<file path="src/rtl/ace_snoop_responder.sv">
`default_nettype none
// ==========================================================================
// ace_snoop_responder: ACE AC/CR/CD snoop responder with tag lookup, line
// streaming through a 2-entry CD FIFO and a trailing cache state update.
// Revision: 1.0
// ==========================================================================
module ace_snoop_responder #(
  parameter int AddrWidth = 64,
  parameter int DataWidth = 64,
  parameter int LineBeats = 4
) (
  input  logic                         clk_i,
  input  logic                         rst_ni,
  input  logic                         ac_valid_i,
  output logic                         ac_ready_o,
  input  logic [AddrWidth-1:0]         ac_addr_i,
  input  logic [3:0]                   ac_snoop_i,
  input  logic [2:0]                   ac_prot_i,
  output logic                         cr_valid_o,
  input  logic                         cr_ready_i,
  output logic [4:0]                   cr_resp_o,
  output logic                         cd_valid_o,
  input  logic                         cd_ready_i,
  output logic [DataWidth-1:0]         cd_data_o,
  output logic                         cd_last_o,
  output logic                         lk_req_o,
  input  logic                         lk_gnt_i,
  output logic [AddrWidth-1:0]         lk_addr_o,
  input  logic                         lk_rvalid_i,
  input  logic                         lk_hit_i,
  input  logic                         lk_dirty_i,
  input  logic                         lk_shared_i,
  output logic                         rd_req_o,
  output logic [$clog2(LineBeats)-1:0] rd_beat_o,
  input  logic [DataWidth-1:0]         rd_data_i,
  output logic                         upd_valid_o,
  input  logic                         upd_ready_i,
  output logic                         upd_invalidate_o,
  output logic                         upd_clean_o,
  output logic                         upd_make_shared_o
);

  localparam int BeatW = $clog2(LineBeats);

  typedef enum logic [2:0] {
    IDLE    = 3'd0,
    LOOKUP  = 3'd1,
    LK_RESP = 3'd2,
    CR      = 3'd3,
    DATA    = 3'd4,
    UPDATE  = 3'd5
  } state_t;

  state_t               state, state_nxt;
  logic [AddrWidth-1:0] addr_q;
  logic [3:0]           snoop_q;
  logic [2:0]           prot_q_unused;
  logic [4:0]           resp_q;
  logic                 inv_q, cln_q, mks_q;
  logic [BeatW:0]       rd_cnt;
  logic                 rd_inflight;
  logic [BeatW-1:0]     cd_cnt;
  logic [DataWidth-1:0] fifo_mem [2];
  logic                 wr_ptr, rd_ptr;
  logic [1:0]           fifo_cnt;

  logic dt, pd, is_sh, sup, act_inv, act_cln, act_mks;
  logic ac_hs, cr_hs, cd_pop, push, any_act;
  logic [2:0] occ_after;

  // Response/action decode from the latched snoop code and the lookup result.
  always_comb begin
    sup     = 1'b1;
    dt      = 1'b0;
    pd      = 1'b0;
    is_sh   = 1'b0;
    act_inv = 1'b0;
    act_cln = 1'b0;
    act_mks = 1'b0;
    case (snoop_q)
      4'b0000: begin dt = 1'b1; is_sh = 1'b1; end
      4'b0001, 4'b0010, 4'b0011: begin
        dt = 1'b1; pd = lk_dirty_i; is_sh = 1'b1;
        act_mks = 1'b1; act_cln = lk_dirty_i;
      end
      4'b0111: begin dt = 1'b1; pd = lk_dirty_i; act_inv = 1'b1; end
      4'b1001: begin dt = lk_dirty_i; pd = lk_dirty_i; act_inv = 1'b1; end
      4'b1000: begin dt = lk_dirty_i; pd = lk_dirty_i; is_sh = 1'b1; act_cln = lk_dirty_i; end
      4'b1101: act_inv = 1'b1;
      default: sup = 1'b0;
    endcase
  end

  assign ac_hs   = ac_valid_i && ac_ready_o;
  assign cr_hs   = cr_valid_o && cr_ready_i;
  assign cd_pop  = cd_valid_o && cd_ready_i;
  assign push    = rd_inflight;
  assign any_act = inv_q || cln_q || mks_q;

  assign ac_ready_o = (state == IDLE);
  assign lk_req_o   = (state == LOOKUP);
  assign lk_addr_o  = addr_q;
  assign cr_valid_o = (state == CR);
  assign cr_resp_o  = resp_q;

  // Occupancy counts the beat leaving this cycle so the line can stream 1 beat/cycle.
  assign occ_after = {1'b0, fifo_cnt} + {2'b00, rd_inflight} - {2'b00, cd_pop};
  assign rd_req_o  = (state == DATA) && !rd_cnt[BeatW] && (occ_after < 3'd2);
  assign rd_beat_o = rd_cnt[BeatW-1:0];

  assign cd_valid_o = (fifo_cnt != 2'd0);
  assign cd_data_o  = fifo_mem[rd_ptr];
  assign cd_last_o  = cd_valid_o && (cd_cnt == BeatW'(LineBeats - 1));

  assign upd_valid_o       = (state == UPDATE);
  assign upd_invalidate_o  = (state == UPDATE) && inv_q;
  assign upd_clean_o       = (state == UPDATE) && cln_q;
  assign upd_make_shared_o = (state == UPDATE) && mks_q;

  always_comb begin
    state_nxt = state;
    case (state)
      IDLE:    if (ac_hs) state_nxt = LOOKUP;
      LOOKUP:  if (lk_gnt_i) state_nxt = LK_RESP;
      LK_RESP: if (lk_rvalid_i) state_nxt = CR;
      CR: begin
        if (cr_hs) begin
          if (resp_q[0])    state_nxt = DATA;
          else if (any_act) state_nxt = UPDATE;
          else              state_nxt = IDLE;
        end
      end
      DATA:    if (cd_pop && cd_last_o) state_nxt = any_act ? UPDATE : IDLE;
      UPDATE:  if (upd_ready_i) state_nxt = IDLE;
      default: state_nxt = IDLE;
    endcase
  end

  always_ff @(posedge clk_i or negedge rst_ni) begin
    if (!rst_ni) begin
      state         <= IDLE;
      addr_q        <= '0;
      snoop_q       <= '0;
      prot_q_unused <= '0;
      resp_q        <= '0;
      inv_q         <= 1'b0;
      cln_q         <= 1'b0;
      mks_q         <= 1'b0;
    end else begin
      state <= state_nxt;
      if (ac_hs) begin
        addr_q        <= ac_addr_i;
        snoop_q       <= ac_snoop_i;
        prot_q_unused <= ac_prot_i;
      end
      if ((state == LK_RESP) && lk_rvalid_i) begin
        if (lk_hit_i && sup) begin
          resp_q <= {!lk_shared_i, is_sh, pd, 1'b0, dt};
          inv_q  <= act_inv;
          cln_q  <= act_cln;
          mks_q  <= act_mks;
        end else begin
          resp_q <= '0;
          inv_q  <= 1'b0;
          cln_q  <= 1'b0;
          mks_q  <= 1'b0;
        end
      end
    end
  end

  // Read issue and CD FIFO; counters restart on every CR handshake.
  always_ff @(posedge clk_i or negedge rst_ni) begin
    if (!rst_ni) begin
      rd_cnt      <= '0;
      rd_inflight <= 1'b0;
      cd_cnt      <= '0;
      fifo_mem[0] <= '0;
      fifo_mem[1] <= '0;
      wr_ptr      <= 1'b0;
      rd_ptr      <= 1'b0;
      fifo_cnt    <= 2'd0;
    end else begin
      rd_inflight <= rd_req_o;
      if (cr_hs) begin
        rd_cnt <= '0;
        cd_cnt <= '0;
      end else begin
        if (rd_req_o) rd_cnt <= rd_cnt + 1'b1;
        if (cd_pop)   cd_cnt <= cd_cnt + 1'b1;
      end
      if (push) begin
        fifo_mem[wr_ptr] <= rd_data_i;
        wr_ptr           <= ~wr_ptr;
      end
      if (cd_pop) rd_ptr <= ~rd_ptr;
      case ({push, cd_pop})
        2'b10:   fifo_cnt <= fifo_cnt + 2'd1;
        2'b01:   fifo_cnt <= fifo_cnt - 2'd1;
        default: fifo_cnt <= fifo_cnt;
      endcase
    end
  end

endmodule
`default_nettype wire

</file>
<file path="config.mk">
export PLATFORM = sky130hd
export DESIGN_NAME = ace_snoop_responder
export DESIGN_NICKNAME = d
export VERILOG_FILES = /design/src/rtl/ace_snoop_responder.sv
export SDC_FILE = /design/constraint.sdc
export NUM_CORES = 1
export LEC_CHECK = 0
export CORE_ASPECT_RATIO = 1.25
export CORE_MARGIN = 2
export CORE_UTILIZATION = 40
export CTS_BUF_LIST = sky130_fd_sc_hd__clkbuf_4 sky130_fd_sc_hd__clkbuf_8
export DETAILED_ROUTE_END_ITERATION = 7
export GPL_TIMING_DRIVEN = 0
export PLACE_DENSITY = 0.71
export RECOVER_POWER = 25
export SKIP_CTS_REPAIR_TIMING = 1
export SLEW_MARGIN = 40
export SYNTH_ARGS = -nofsm -noshare
export SYNTH_HDL_FRONTEND = slang
export SYNTH_SLANG_ARGS = --single-unit
</file>
<file path="constraint.sdc">
create_clock -name clk_i -period 3.9 [get_ports clk_i]
set_input_delay 0.78 -clock clk_i [delete_from_list [all_inputs] [get_ports clk_i]]
set_output_delay 0.78 -clock clk_i [all_outputs]
set_load 0.01 [all_outputs]
</file>
==> impl_results.md <==
- Final setup margin: 0.330 ns
- DP HPWL: 16.3 mm
- Fraction of registers with async set/reset: 1.00
- Area of the multi-input gates: 3580 um^2
- Critical Path AT: 2.79 ns
- Num CTS Buffers: 37
- Syn nets: 773
- Top cell type's share of synthesized area: 0.587
- # H-tree levels: 2
- Clock skew: 0.0150 ns
- CP Class: flop to primary output
- Final min period: 3.57 ns
- Post-synthesis register bit count: 216
- Most frequent cells in the layout: clkdlybuf4s50_1 (284), mux2_2 (258), dfrtp_1 (216), clkbuf_8 (46), buf_2 (25)
- Clock power frac: 0.193
- Netlist Area Pre-Place: 9200 um^2
- Syn Area/Cell: 14.7 um^2
- Fillers: 1886
- Via density: 4.93
- Worst reg2reg setup slack: 1.33 ns
- Top post-synthesis cells by area: dfrtp_1 (59%), mux2_2 (32%), buf_2 (1.4%)
- Initial drt markers: 177
- Lkg Pwr: 5.74 nW
- Failing checks: capacitance limit, slew limit
- Vert. Die Dim: 174 um
- Distinct cells, synth: 40
- Initial core utilization: 0.404
- Initial antenna violation count: 1
- Residual DRC count: 0
- Largest net degree at the start of global routing: 71
- Slew HR: -0.655
- Status: finished, violations left
- Yosys top cell by area: dfrtp_1
- Layout Nets: 1103
- Layout cells sized above 1: 0.368
- CP endpoint kind: primary output
- R2R depth: 10
- Sw Share: 0.303
- Clock Tree Buf Depth: 3
- Seq pwr share: 0.351
- Vias in the first global route: 6959
- CTS tree: yes
- Cell row count: 62
- Worst-Margin Slew: 2.48 ns
- Reg-to-reg endpoint: rd_cnt[1]$_DFFE_PN0P_
- Area of the core: 22800 um^2
- Synthesis Warnings: 0
- Most used flip-flop cell after synthesis: dfrtp_1
- CP endpoint: rd_req_o
- Comb power frac: 0.456
- Die X: 140 um
- Gpl congestion: 0.793
- Final total power: 10.7 mW
- Area Growth Syn to Fin: 44.0%
- Routed vias: 6225
- Placed Area: 12500 um^2
- Synth Instances: 624
- DP Worst Slack: -0.0980 ns
- PortBufs: 286
- P_int: 7.48 mW
- First-pass GRT wire length: 36.2 mm
- I/O pins: 291
- Storage element area: 5410 um^2
- Die ar.: 24200 um^2
- FMAX: 280 MHz
- Gr usage total: 0.185
- Clk_lat worst skew: 0.51 ns
- Crit path from: fifo_cnt[1]$_DFFE_PN0N_
- P_sw: 3.25 mW
- TritonRoute pass-1 iters: 4
- CTS clk-pin slew, worst paths: 0.06 ns
- CP max FO: 6
- WL/cell: 17.7 um
- Final Max Tran Viols: 45
- Tcrit/Tclk final: 0.915
- Max-cap violation count: 1
- Commonest non-fill, non-tap cell in the layout: clkdlybuf4s50_1
- Startpoint Class: flop
- Design area: 13300 um^2
- Total global routing overflow: 0
- Clock Sink Count: 216
- Power per Cell Area: 810 nW/um^2
- Worst min path class: flop to flop
- Setup Viol. Count Final: 0
- Register area share after synthesis: 0.587
- Endpoints failing hold: 0
- Worst EP required: 3.12 ns
- TNS Setup: 0 ns
- Max VDD drop: 0.479 mV
- Fin Hold WS: 0.484 ns
- Clk root buf: clkbuf_8
- Post-synth EDFFs: 0
- RR Startpoint: fifo_cnt[1]$_DFFE_PN0N_
- Drt total wl: 22.3 mm
- Remaining antenna violation count: 0
- RSZ-0062 raised after global routing: no
==> flip-flops by register name (all words and copies together), names as in the netlist, 2 cells and up <==
signal / flops
cd_cnt: 2
cr_resp_o: 4
fifo_cnt: 2
fifo_mem: 128
lk_addr_o: 64
rd_cnt: 3
snoop_q: 4
state: 3
==> per-layer routing <==
metal  vias up  global-route usage  wire [um]
met4         0              0.0529        440
li1       2859                   -          -
met2       248               0.311      10700
met1      3075               0.217       8900
met5         -                   0          0
met3        43              0.0807       2310
==> power by group through the flow <==
| stage | combinational (mW) | sequential, mW | clock (mW) |
|---|---|---|---|
| final | 4.89 | 3.77 | 2.07 |
| after detailed placement | 4.94 | 3.80 | 0 |
| after CTS | 4.97 | 3.77 | 2.15 |
| after global routing | 5.28 | 3.91 | 2.25 |
| after floorplan | 2.42 | 3.86 | 0 |
| after global placement | 4.89 | 3.77 | 0 |
==> worst max-delay path: stages, from the launching register on <==
cell	delay, ns
dfrtp_1	0.45
or2_2	0.30
clkbuf_1	0.14
nand2_2	0.16
nor2_1	0.08
fa_1	0.53
nand2_1	0.08
nor4_4	0.34
dlymetal6s2s_1	0.21
==> how the worst min path moves through the flow <==
stage,from,endpoint,slack [ns],depth (start not counted)
after CTS,rst_ni,fifo_mem[39]$_DFFE_PN0P_,0.13,1
after floorplan,wr_ptr$_DFFE_PN0P_,wr_ptr$_DFFE_PN0P_,0.46,1
after global routing,fifo_mem[61]$_DFFE_PN0P_,fifo_mem[61]$_DFFE_PN0P_,0.51,1
final,cr_resp_o[4]$_DFFE_PN0P_,cr_resp_o[4]$_DFFE_PN0P_,0.48,2
after detailed placement,cr_resp_o[3]$_DFFE_PN0P_,cr_resp_o[3]$_DFFE_PN0P_,0.47,2
after global placement,cr_resp_o[4]$_DFFE_PN0P_,cr_resp_o[4]$_DFFE_PN0P_,0.46,2
==> cell families (layout without fill, tap and decap cells) <==
group                      Yosys count  count (layout)  synth area share
muxes                              263             263             0.321
DFF                                216             216             0.587
and+or+nand+nor                     64              64            0.0371
buffers and inverters               42             392            0.0243
AOI/OAI and AO/OA                   28              28            0.0179
xor gates and xnor gates             7               7           0.00666
adders and majority gates            3               3           0.00489
other                                1               2          0.000407
==> layout make-up <==
cell class	instances	area share
Buffer	40	0.0162
Clock buffer	55	0.0529
Clock inverter	4	0.00359
Timing Repair Buffer	291	0.222
Antenna cell	1	0.000189
Sequential cell	216	0.408
Inverter	2	0.000567
Multi-Input combinational cell	366	0.270
Tap cell	288	0.0272
==> synth_stat cells, types with 2 or more instances <==
master / count
and2_1: 4
clkbuf_1: 8
nor2_1: 15
mux2_2: 258
nor3b_1: 2
and3_1: 4
buf_6: 3
a31oi_1: 2
nand3_1: 3
mux2i_1: 4
nand2_1: 17
nor3_1: 3
buf_2: 26
inv_1: 2
ha_1: 2
dfrtp_1: 216
nand3b_1: 2
o21ai_0: 14
nor2b_1: 5
xor2_1: 4
xnor2_1: 3
nand2b_1: 3
a21oi_1: 5
buf_4: 3
==> metrics by stage <==
| stage | util | std cells |
|---|---|---|
| after floorplan | - | 624 |
| after global routing | 0.581 | 1263 |
| after detailed placement | 0.549 | 1201 |
| after global placement | 0.545 | 1198 |
| after CTS | 0.581 | 1260 |
| final | 0.581 | 1263 |
Power figures use the tool's default switching activity.
